File: config.mk
export PLATFORM = sky130hd
export DESIGN_NAME = fib_scheduler
export DESIGN_NICKNAME = d
export VERILOG_FILES = /design/src/rtl/fib_pkg.sv /design/src/rtl/rr_arbiter.sv /design/src/rtl/fib_scheduler.sv
export SDC_FILE = /design/constraint.sdc
export NUM_CORES = 1
export LEC_CHECK = 0
export ABC_AREA = 1
export CORE_MARGIN = 2
export CORE_UTILIZATION = 55
export DETAILED_ROUTE_END_ITERATION = 8
export DONT_BUFFER_PORTS = 1
export GPL_ROUTABILITY_DRIVEN = 0
export PLACE_DENSITY_LB_ADDON = 0.12
export SYNTH_ARGS = -nofsm -noshare
export SYNTH_HDL_FRONTEND = slang
export SYNTH_SLANG_ARGS = --single-unit
File: constraint.sdc
create_clock -name clk -period 3.1 [get_ports clk]
set_input_delay 0.62 -clock clk [delete_from_list [all_inputs] [get_ports clk]]
set_output_delay 0.62 -clock clk [all_outputs]
set_load 0.005 [all_outputs]
File: src/rtl/fib_pkg.sv
// Shared constants and FSM state encoding for the Fibonacci term scheduler.
package fib_pkg;

  localparam int FIB_W   = 16;
  localparam int MAX_IDX = 24;

  localparam logic [1:0] ST_IDLE = 2'd0;
  localparam logic [1:0] ST_CLR  = 2'd1;
  localparam logic [1:0] ST_RUN  = 2'd2;
  localparam logic [1:0] ST_RESP = 2'd3;

endpackage

File: src/rtl/rr_arbiter.sv
// Combinational round-robin pick: first set request at or after ptr, wrapping.
module rr_arbiter #(
  parameter int NREQ = 4,
  parameter int ID_W = 2
) (
  input  logic [NREQ-1:0] req,
  input  logic [ID_W-1:0] ptr,
  output logic [NREQ-1:0] grant,
  output logic [ID_W-1:0] grant_id,
  output logic            any
);

  logic [ID_W-1:0] cand;

  always_comb begin
    grant    = '0;
    grant_id = '0;
    any      = 1'b0;
    cand     = '0;
    for (int k = 0; k < NREQ; k++) begin
      cand = ID_W'((int'(ptr) + k) % NREQ);
      if (!any && req[cand]) begin
        grant[cand] = 1'b1;
        grant_id    = cand;
        any         = 1'b1;
      end
    end
  end

endmodule

File: src/rtl/fib_scheduler.sv
// Shares one Fibonacci generator among NREQ clients; returns F(n) per request.
// Handshake: a client holds req[i] (and a stable index) until it sees ack[i]; ack is a one-cycle pulse with rsp_valid.
module fib_scheduler
  import fib_pkg::*;
#(
  parameter int NREQ    = 4,
  parameter int IDX_W   = 5,
  parameter int TIMEOUT = 64,
  parameter int ID_W    = $clog2(NREQ)
) (
  input  logic                  clk,
  input  logic                  rst,
  input  logic [NREQ-1:0]       req,
  input  logic [NREQ*IDX_W-1:0] req_idx,
  output logic [NREQ-1:0]       ack,
  output logic                  rsp_valid,
  output logic [ID_W-1:0]       rsp_id,
  output logic [FIB_W-1:0]      rsp_data,
  output logic                  rsp_err,
  output logic                  gen_rst,
  output logic                  gen_en,
  input  logic                  gen_valid,
  input  logic [FIB_W-1:0]      gen_out,
  output logic [1:0]            dbg_state
);

  localparam int TO_W = $clog2(TIMEOUT);

  logic [1:0]       state;
  logic [ID_W-1:0]  ptr;
  logic [ID_W-1:0]  grant_q;
  logic [IDX_W-1:0] idx_q;
  logic [IDX_W-1:0] term_cnt;
  logic [TO_W-1:0]  to_cnt;

  logic [NREQ-1:0]  arb_grant;
  logic [ID_W-1:0]  arb_id;
  logic             arb_any;
  logic [IDX_W-1:0] arb_idx;

  rr_arbiter #(.NREQ(NREQ), .ID_W(ID_W)) u_arb (
    .req      (req),
    .ptr      (ptr),
    .grant    (arb_grant),
    .grant_id (arb_id),
    .any      (arb_any)
  );

  assign arb_idx   = req_idx[arb_id*IDX_W +: IDX_W];
  assign gen_en    = (state == ST_RUN);
  assign gen_rst   = (state != ST_RUN);
  assign dbg_state = state;

  // Response fields are loaded on the edge entering RESP so they are valid with the strobe and then held.
  always_ff @(posedge clk or negedge rst) begin
    if (!rst) begin
      state     <= ST_IDLE;
      ptr       <= '0;
      grant_q   <= '0;
      idx_q     <= '0;
      term_cnt  <= '0;
      to_cnt    <= '0;
      ack       <= '0;
      rsp_valid <= 1'b0;
      rsp_id    <= '0;
      rsp_data  <= '0;
      rsp_err   <= 1'b0;
    end else begin
      case (state)
        ST_IDLE: begin
          if (arb_any) begin
            grant_q <= arb_id;
            idx_q   <= arb_idx;
            if (int'(arb_idx) > MAX_IDX) begin
              state     <= ST_RESP;
              ack       <= arb_grant;
              rsp_valid <= 1'b1;
              rsp_id    <= arb_id;
              rsp_data  <= '0;
              rsp_err   <= 1'b1;
            end else begin
              state <= ST_CLR;
            end
          end
        end
        ST_CLR: begin
          term_cnt <= '0;
          to_cnt   <= '0;
          state    <= ST_RUN;
        end
        ST_RUN: begin
          if (gen_valid) begin
            if (term_cnt == idx_q) begin
              state     <= ST_RESP;
              ack       <= NREQ'(1) << grant_q;
              rsp_valid <= 1'b1;
              rsp_id    <= grant_q;
              rsp_data  <= gen_out;
              rsp_err   <= 1'b0;
            end else begin
              term_cnt <= term_cnt + 1'b1;
              to_cnt   <= '0;
            end
          end else if (to_cnt == TO_W'(TIMEOUT - 1)) begin
            state     <= ST_RESP;
            ack       <= NREQ'(1) << grant_q;
            rsp_valid <= 1'b1;
            rsp_id    <= grant_q;
            rsp_data  <= '0;
            rsp_err   <= 1'b1;
          end else begin
            to_cnt <= to_cnt + 1'b1;
          end
        end
        ST_RESP: begin
          ack       <= '0;
          rsp_valid <= 1'b0;
          ptr       <= (grant_q == ID_W'(NREQ - 1)) ? '0 : grant_q + 1'b1;
          state     <= ST_IDLE;
        end
        default: state <= ST_IDLE;
      endcase
    end
  end

endmodule

==> Word level (Yosys, flattened, before mapping) <==
Index checks and enable logic that the tools add are counted.
W data, S select, Z words.
{ "totals": {"in_bits": 43, "output_inout_bits": 28, "regBits": 46} }
{ "op_classes": {"mux": 69, "n_lt_le_gt_ge": 9, "reduce_logical": 20, "n_mul": 1, "n_addsub": 6, "shifts": 2, "n_bitwise": 3, "eq_ne": 15} }
{ "op_table": {"columns": ["operator", "count"], "rows": [
  ["$mux W16", 5],
  ["$mux W4", 9],
  ["$pmux W16 S2", 1],
  ["$mux W2", 15],
  ["$shiftx A20 B6 Y5", 1],
  ["$mux W1", 19],
  ["$mux W6", 3],
  ["$lt A2 B3 Y1 const B", 4],
  ["$or A4 B4 Y4", 3],
  ["$pmux W4 S3", 1],
  ["$pmux W6 S2", 1],
  ["$mux W5", 2],
  ["$pmux W5 S2", 1],
  ["$reduce_and A5 Y1", 2],
  ["$reduce_and A3 Y1", 3],
  ["$bmux W1 S2", 4],
  ["$demux W1 S2", 4],
  ["$ge A2 B1 Y1 const B", 4],
  ["$ne A2 B2 Y1 const B", 4],
  ["$pmux W2 S4", 1],
  ["$logic_and A1 B1 Y1", 7],
  ["$add A6 B1 Y6 const B", 1],
  ["$eq A2 B2 Y1 const B", 3],
  ["$eq A6 B6 Y1 const B", 1],
  ["other kinds (20)", 26]
]} }

==> Longest topological paths before layout <==
{ "logic_depth": {"word_depth": 18, "depth_mapped": 19, "mapped_depth_nobuf": 18} }

==> Cells and area by module <==
A second synthesis with hierarchy kept.
{ "hier_totals": {"hier_cells": 434, "hier_area_um2": 3067.9} }
{ "by_module_without_submodules": {"columns": ["mod", "cells_per_inst", "area_per_inst_um2", "instances"], "rows": [
  ["fib_scheduler", 360, 2637.5, 1],
  ["rr_arbiter", 74, 430.4, 1]
]} }

==> Worst setup path after synthesis <==
Ideal clock, no wire load.
{ "synth_timing": {"path_kind": "register to register", "start": "register ptr[0]", "end": "register rsp_err", "required_time_ns": 2.977, "path_stages_with_launch": 20, "arrival_time_ns": 2.490, "slack_ns": 0.488, "path_buffers": 2, "path_cell_list": "dfrtp_1 -> inv_2 -> ha_1 -> inv_1 -> nand2_1 -> nand2_2 -> nor2_8 -> nand3_4 -> nand3_2 -> buf_6 -> nand2_1 -> nand3_2 -> nand2_1 -> nor2_2 -> nand2_2 -> nand2_4 -> nand2_8 -> buf_6 -> nand2_2 -> o21ai_2"} }
{ "synth_via": {"elab_chain_len": 17, "elab_cells_between_ends": 31, "classes_between": "add/sub (3); mul (1); order compare (1); eq/ne (2); shift (1); mux (16); reduce/logical (7)"} }
{ "synth_rtl": {"columns": ["item", "line_no", "rtl"], "rows": [
  ["start, declared", "fib_scheduler.sv:30", "logic [ID_W-1:0] ptr;"],
  ["start signal, assigned", "fib_scheduler.sv:118", "ptr <= (grant_q == ID_W'(NREQ - 1)) ? '0 : grant_q + 1'b1;"],
  ["parallel branches: the longest is 16 deep, another holds $mul A2 B3 Y5", null, null],
  ["$reduce_and A5 Y1 (no source line) *", null, null],
  ["end signal, assigned", "fib_scheduler.sv:67", "rsp_err <= 1'b0;"],
  ["end signal, assigned", "fib_scheduler.sv:80", "rsp_err <= 1'b1;"],
  ["end signal, assigned", "fib_scheduler.sv:99", "rsp_err <= 1'b0;"],
  ["end, declared", "fib_scheduler.sv:19", "output logic rsp_err,"]
]} }
Every way passes the cells marked *. The select of a mux whose other input is x is not followed.
A chain may end at the register's enable or synchronous reset.

==> Final worst setup path <==
{ "layout_timing": {"start": "register ptr[1]", "end": "register rsp_data[5]"} }
{ "layout_via": {"elab_chain_len": 17, "elab_cells_between_ends": 31, "classes_between": "add/sub (3); mul (1); order compare (1); eq/ne (2); shift (1); mux (16); reduce/logical (7)"} }
{ "layout_rtl": {"columns": ["item", "line_no", "rtl"], "rows": [
  ["parallel branches: the longest is 16 deep, another holds $mul A2 B3 Y5", null, null],
  ["$reduce_and A5 Y1 (no source line) *", null, null],
  ["end signal, assigned", "fib_scheduler.sv:98", "rsp_data <= gen_out;"],
  ["end, declared", "fib_scheduler.sv:18", "output logic [FIB_W-1:0] rsp_data,"]
]} }
Marks and branches as above.

==> impl_metrics.prom <==
# TYPE chip_impl_metric gauge
chip_impl_metric{name="chipHeight",unit="microns"} 78.6
chip_impl_metric{name="syn-mean-instance-area",unit="sq um"} 8.01
chip_impl_metric{name="design.portCount",unit=""} 71
chip_impl_info{name="rsz0062_at_grt",value="false"} 1
chip_impl_metric{name="power.share.sequential",unit="%"} 24.9
chip_impl_metric{name="synth-seq-cells",unit=""} 46
chip_impl_metric{name="fill_cell_instance_count_of_the_final_layout",unit=""} 511
chip_impl_metric{name="stdcell_area",unit="sq um"} 3280
chip_impl_metric{name="flow.area_growth_from_synthesis",unit="%"} 7.20
chip_impl_metric{name="power.combinational.fraction",unit="%"} 64.2
chip_impl_metric{name="clk_latency_worst_skew_pair",unit="ns"} 0.30
chip_impl_info{name="worstHoldPathType",value="in -> async"} 1
chip_impl_info{name="synth_top_cell_by_area",value="sky130_fd_sc_hd__dfrtp_1"} 1
chip_impl_metric{name="post_route_cells_drive_above_1_share",unit="%"} 19.3
chip_impl_info{name="endpoint_kind",value="flop"} 1
chip_impl_metric{name="wl_met1",unit="mm"} 2.86
chip_impl_metric{name="maximum_clock_frequency",unit="MHz"} 353
chip_impl_metric{name="drv.max_cap_violation_count",unit=""} 0
chip_impl_metric{name="grt_antenna_before_repair",unit=""} 0
chip_impl_metric{name="core_area",unit="sq um"} 5440
chip_impl_metric{name="cts.reportedPaths.clkPinSlew",unit="ns"} 0.09
chip_impl_metric{name="drt-wirelength-per-cell",unit="microns"} 14.2
chip_impl_metric{name="grt_max_degree",unit=""} 38
chip_impl_info{name="worstSetupStartpointType",value="flop"} 1
chip_impl_metric{name="vdd_ir_drop_max",unit="uV"} 825
chip_impl_info{name="synth.cells.most_frequent",value="sky130_fd_sc_hd__nand2_1 (89), sky130_fd_sc_hd__dfrtp_1 (46), sky130_fd_sc_hd__inv_1 (39)"} 1
chip_impl_metric{name="first_global_vias",unit=""} 2437
chip_impl_info{name="clock_tree_from_tritoncts",value="built"} 1
chip_impl_metric{name="h-tree-depth",unit=""} 2
chip_impl_metric{name="clk_path_buf_depth",unit=""} 2
chip_impl_metric{name="timing.hold.ws",unit="ns"} 0.144
chip_impl_metric{name="postCtsSetupRepairBufs",unit=""} 0
chip_impl_metric{name="path_max_fanout",unit=""} 19
chip_impl_metric{name="place_area",unit="sq um"} 3110
chip_impl_metric{name="syn-cell-area",unit="sq um"} 3060
chip_impl_info{name="cts_root_buffer",value="sky130_fd_sc_hd__clkbuf_8"} 1
chip_impl_metric{name="synth_fp_nets",unit=""} 439
chip_impl_metric{name="power_report.internal_total",unit="W"} 0.00191
chip_impl_info{name="synthTopCellsByArea",value="sky130_fd_sc_hd__dfrtp_1 (38%), sky130_fd_sc_hd__nand2_1 (11%), sky130_fd_sc_hd__nand3_1 (5.9%)"} 1
chip_impl_metric{name="wirelength",unit="mm"} 6.52
chip_impl_metric{name="worst_ep_arrival_time",unit="ns"} 3.02
chip_impl_metric{name="drt_drc_violations_left",unit=""} 0
chip_impl_metric{name="ys_warn_count",unit=""} 0
chip_impl_metric{name="grt_use_total",unit="%"} 22.2
chip_impl_metric{name="timing.clock.skew",unit="ns"} 0.0101
chip_impl_metric{name="switching_power",unit="W"} 0.00216
chip_impl_metric{name="power.leakage",unit="nW"} 1.54
chip_impl_metric{name="synth-async-reset-ratio",unit="%"} 100
chip_impl_metric{name="synthDominantCellAreaShare",unit="%"} 37.6
chip_impl_metric{name="preCtsSetupSlack",unit="ns"} 0.113
chip_impl_metric{name="drtIter0Drc",unit=""} 101
chip_impl_metric{name="netSwitchingFraction",unit="%"} 53.1
chip_impl_metric{name="final.setup.tns",unit="ns"} 0
chip_impl_metric{name="timing.critical_path.required",unit="ns"} 3.29
chip_impl_metric{name="finalNetCount",unit=""} 444
chip_impl_metric{name="period_minus_slack",unit="ns"} 2.83
chip_impl_metric{name="syn-instance-count",unit=""} 382
chip_impl_metric{name="p_clk_share",unit="%"} 10.9
chip_impl_metric{name="number_of_buffers_inserted_during_clock_tree_synthesis",unit=""} 5
chip_impl_metric{name="n_antenna_cell",unit=""} 0
chip_impl_metric{name="hold_viol",unit=""} 0
chip_impl_info{name="run_status",value="finished clean"} 1
chip_impl_info{name="synth_most_common_cell",value="sky130_fd_sc_hd__nand2_1"} 1
chip_impl_metric{name="synth_sequential_area_ratio",unit="%"} 37.6
chip_impl_metric{name="detailedRoute.firstPassIterationCount",unit=""} 4
chip_impl_metric{name="detail_route.vias_per_cell",unit=""} 5.48
chip_impl_metric{name="timing.slew.headroom",unit="%"} 62.2
chip_impl_metric{name="placement_rows",unit=""} 27
chip_impl_metric{name="share_of_the_clock_period_used_by_the_worst_path",unit="%"} 91.3
chip_impl_info{name="critPathKind",value="reg -> reg"} 1
chip_impl_metric{name="global_route_overflow",unit=""} 0
chip_impl_metric{name="die_w",unit="microns"} 78.6
chip_impl_metric{name="worst_pin_slew",unit="ns"} 0.567
chip_impl_metric{name="io_buffer_count",unit=""} 0
chip_impl_metric{name="power.density_cell_area",unit="nW/um^2"} 1240
chip_impl_metric{name="drv_slew",unit=""} 0
chip_impl_metric{name="synth-edff-count",unit=""} 0
chip_impl_metric{name="worst_slack",unit="ns"} 0.270
chip_impl_metric{name="post-route-util",unit="%"} 60.3
chip_impl_metric{name="floorplan.initialDensity",unit="%"} 56.2
chip_impl_metric{name="drtAntennaViolNets",unit=""} 0
chip_impl_metric{name="met2RoutedLength",unit="mm"} 3.09
chip_impl_metric{name="yosysUniqueCellTypes",unit=""} 37
chip_impl_metric{name="final-setup-viol-count",unit=""} 0
chip_impl_metric{name="wire_length_on_met3",unit="microns"} 498
chip_impl_metric{name="floorplan.die_area",unit="sq um"} 6170
chip_impl_info{name="maxUsedRoutingLayer",value="met4"} 1
chip_impl_metric{name="num_vias",unit=""} 2522
chip_impl_metric{name="clock-sinks",unit=""} 46
chip_impl_metric{name="hpwl",unit="mm"} 4.78
chip_impl_info{name="synthFlopType",value="sky130_fd_sc_hd__dfrtp_1"} 1
chip_impl_metric{name="grt_pass1_wl",unit="mm"} 11.1
==> final timing paths <==
path	slack [ns]	from	to	depth (start not counted)
worst max-delay path	0.27	ptr[1]$_DFFE_PN0P_	rsp_data[5]$_DFFE_PN0P_	17
worst min-delay path	0.14	rst	rsp_data[0]$_DFFE_PN0P_	1
worst max register to register	0.27	ptr[1]$_DFFE_PN0P_	rsp_data[5]$_DFFE_PN0P_	17
worst min register to register	0.51	ack[3]$_DFFE_PN0P_	ack[3]$_DFFE_PN0P_	2
max in group asynchronous	2.09	rst	to_cnt[2]$_DFFE_PN0P_	1
min in group clk	0.47	gen_out[10]	rsp_data[10]$_DFFE_PN0P_	2
==> per-layer routing <==
layer,up-vias,global-route usage [%]
li1,1273,-
met1,1159,27.7
met2,84,37.9
met3,6,5.40
met4,0,7.02
met5,-,0
==> sequential cells by signal, indices dropped and copies added (netlist names), 2 cells and up <==
register and cells:
rsp_data 16, to_cnt 6, idx_q 5, term_cnt 5, ack 4, dbg_state 2
grant_q 2, ptr 2, rsp_id 2
==> what timing repair did <==
action                     CTS  global route
resized for setup            0             3
setup endpoints to repair    0            24
hold buffers                 1             1
hold endpoints to repair    37             9
==> area by class of cell <==
| cell class | instances | area, sq um | area share, % |
|---|---|---|---|
| Clock buffer | 6 | 72.6 | 2.21 |
| Clock inverter | 2 | 37.5 | 1.15 |
| Inverter | 41 | 154 | 4.69 |
| Multi-Input combinational cell | 285 | 1700 | 51.8 |
| Sequential cell | 46 | 1150 | 35.2 |
| Tap cell | 72 | 90.1 | 2.75 |
| Timing Repair Buffer | 8 | 75.1 | 2.29 |
==> critical path, cell delays in order, from the launching register on <==
cell and delay (ns):
sky130_fd_sc_hd__dfrtp_2 0.42, sky130_fd_sc_hd__inv_1 0.13, sky130_fd_sc_hd__ha_2 0.45, sky130_fd_sc_hd__inv_1 0.10
sky130_fd_sc_hd__nand3_1 0.10, sky130_fd_sc_hd__nand2_1 0.08, sky130_fd_sc_hd__a21oi_1 0.14, sky130_fd_sc_hd__nand2_1 0.11
sky130_fd_sc_hd__nand3_2 0.21, sky130_fd_sc_hd__nand2_1 0.10, sky130_fd_sc_hd__nand3_2 0.07, sky130_fd_sc_hd__nand2_1 0.07
sky130_fd_sc_hd__nor2_2 0.11, sky130_fd_sc_hd__nand2_2 0.08, sky130_fd_sc_hd__nand2_4 0.18, sky130_fd_sc_hd__nand2_8 0.15
sky130_fd_sc_hd__nand2_1 0.14, sky130_fd_sc_hd__o21ai_2 0.06
==> cell usage in the layout (no fill, tap or decap), drive strengths merged <==
| cell | synthesis | final |
|---|---|---|
| nand2 | 113 | 114 |
| buf | 7 | 7 |
| nand4 | 16 | 16 |
| a22oi | 3 | 3 |
| dfrtp | 46 | 46 |
| a31oi | 1 | 1 |
| a21oi | 8 | 8 |
| ha | 14 | 14 |
| xnor2 | 4 | 4 |
| nor3b | 3 | 3 |
| o21bai | 1 | 1 |
| o21ai | 47 | 47 |
| bufinv | 0 | 1 |
| nor2 | 23 | 23 |
| or2 | 1 | 1 |
| o22ai | 2 | 2 |
| dlygate4sd3 | 0 | 1 |
| inv | 41 | 41 |
| a31o | 1 | 1 |
| nor3 | 4 | 4 |
| clkinvlp | 0 | 1 |
| nand3 | 41 | 41 |
| nand3b | 1 | 1 |
| xor2 | 1 | 1 |
| clkbuf | 4 | 6 |
==> stage by stage <==
| step | instances | power, W |
|---|---|---|
| 6_report | 460 | 0.00408 |
| 5_1_grt | 460 | 0.00449 |
| 4_1_cts | 458 | 0.00402 |
| 3_5_place_dp | 449 | 0.00356 |
| 3_3_place_gp | 449 | 0.00350 |
| 2_1_floorplan | 382 | 0.00318 |
==> logic make-up (layout without fill, tap and decap cells) <==
kind of cell	count (synthesis)	in the layout	share of synthesized area (%)
compound gates	63	63	13.6
xor+xnor	5	5	1.43
fa+ha+maj	14	14	5.73
buf+inv	52	57	7.61
flops	46	46	37.6
simple gates	202	203	34.0
==> power groups by stage <==
| stage | Sequential (W) | Combinational, W | Clock, W |
|---|---|---|---|
| 2_1_floorplan | 0.000982 | 0.00220 | 0 |
| 3_3_place_gp | 0.00102 | 0.00248 | 0 |
| 3_5_place_dp | 0.00103 | 0.00253 | 0 |
| 4_1_cts | 0.00102 | 0.00255 | 0.000454 |
| 5_1_grt | 0.00104 | 0.00297 | 0.000481 |
| 6_report | 0.00102 | 0.00262 | 0.000445 |
Note: power is estimated with default switching activity, not from simulation.
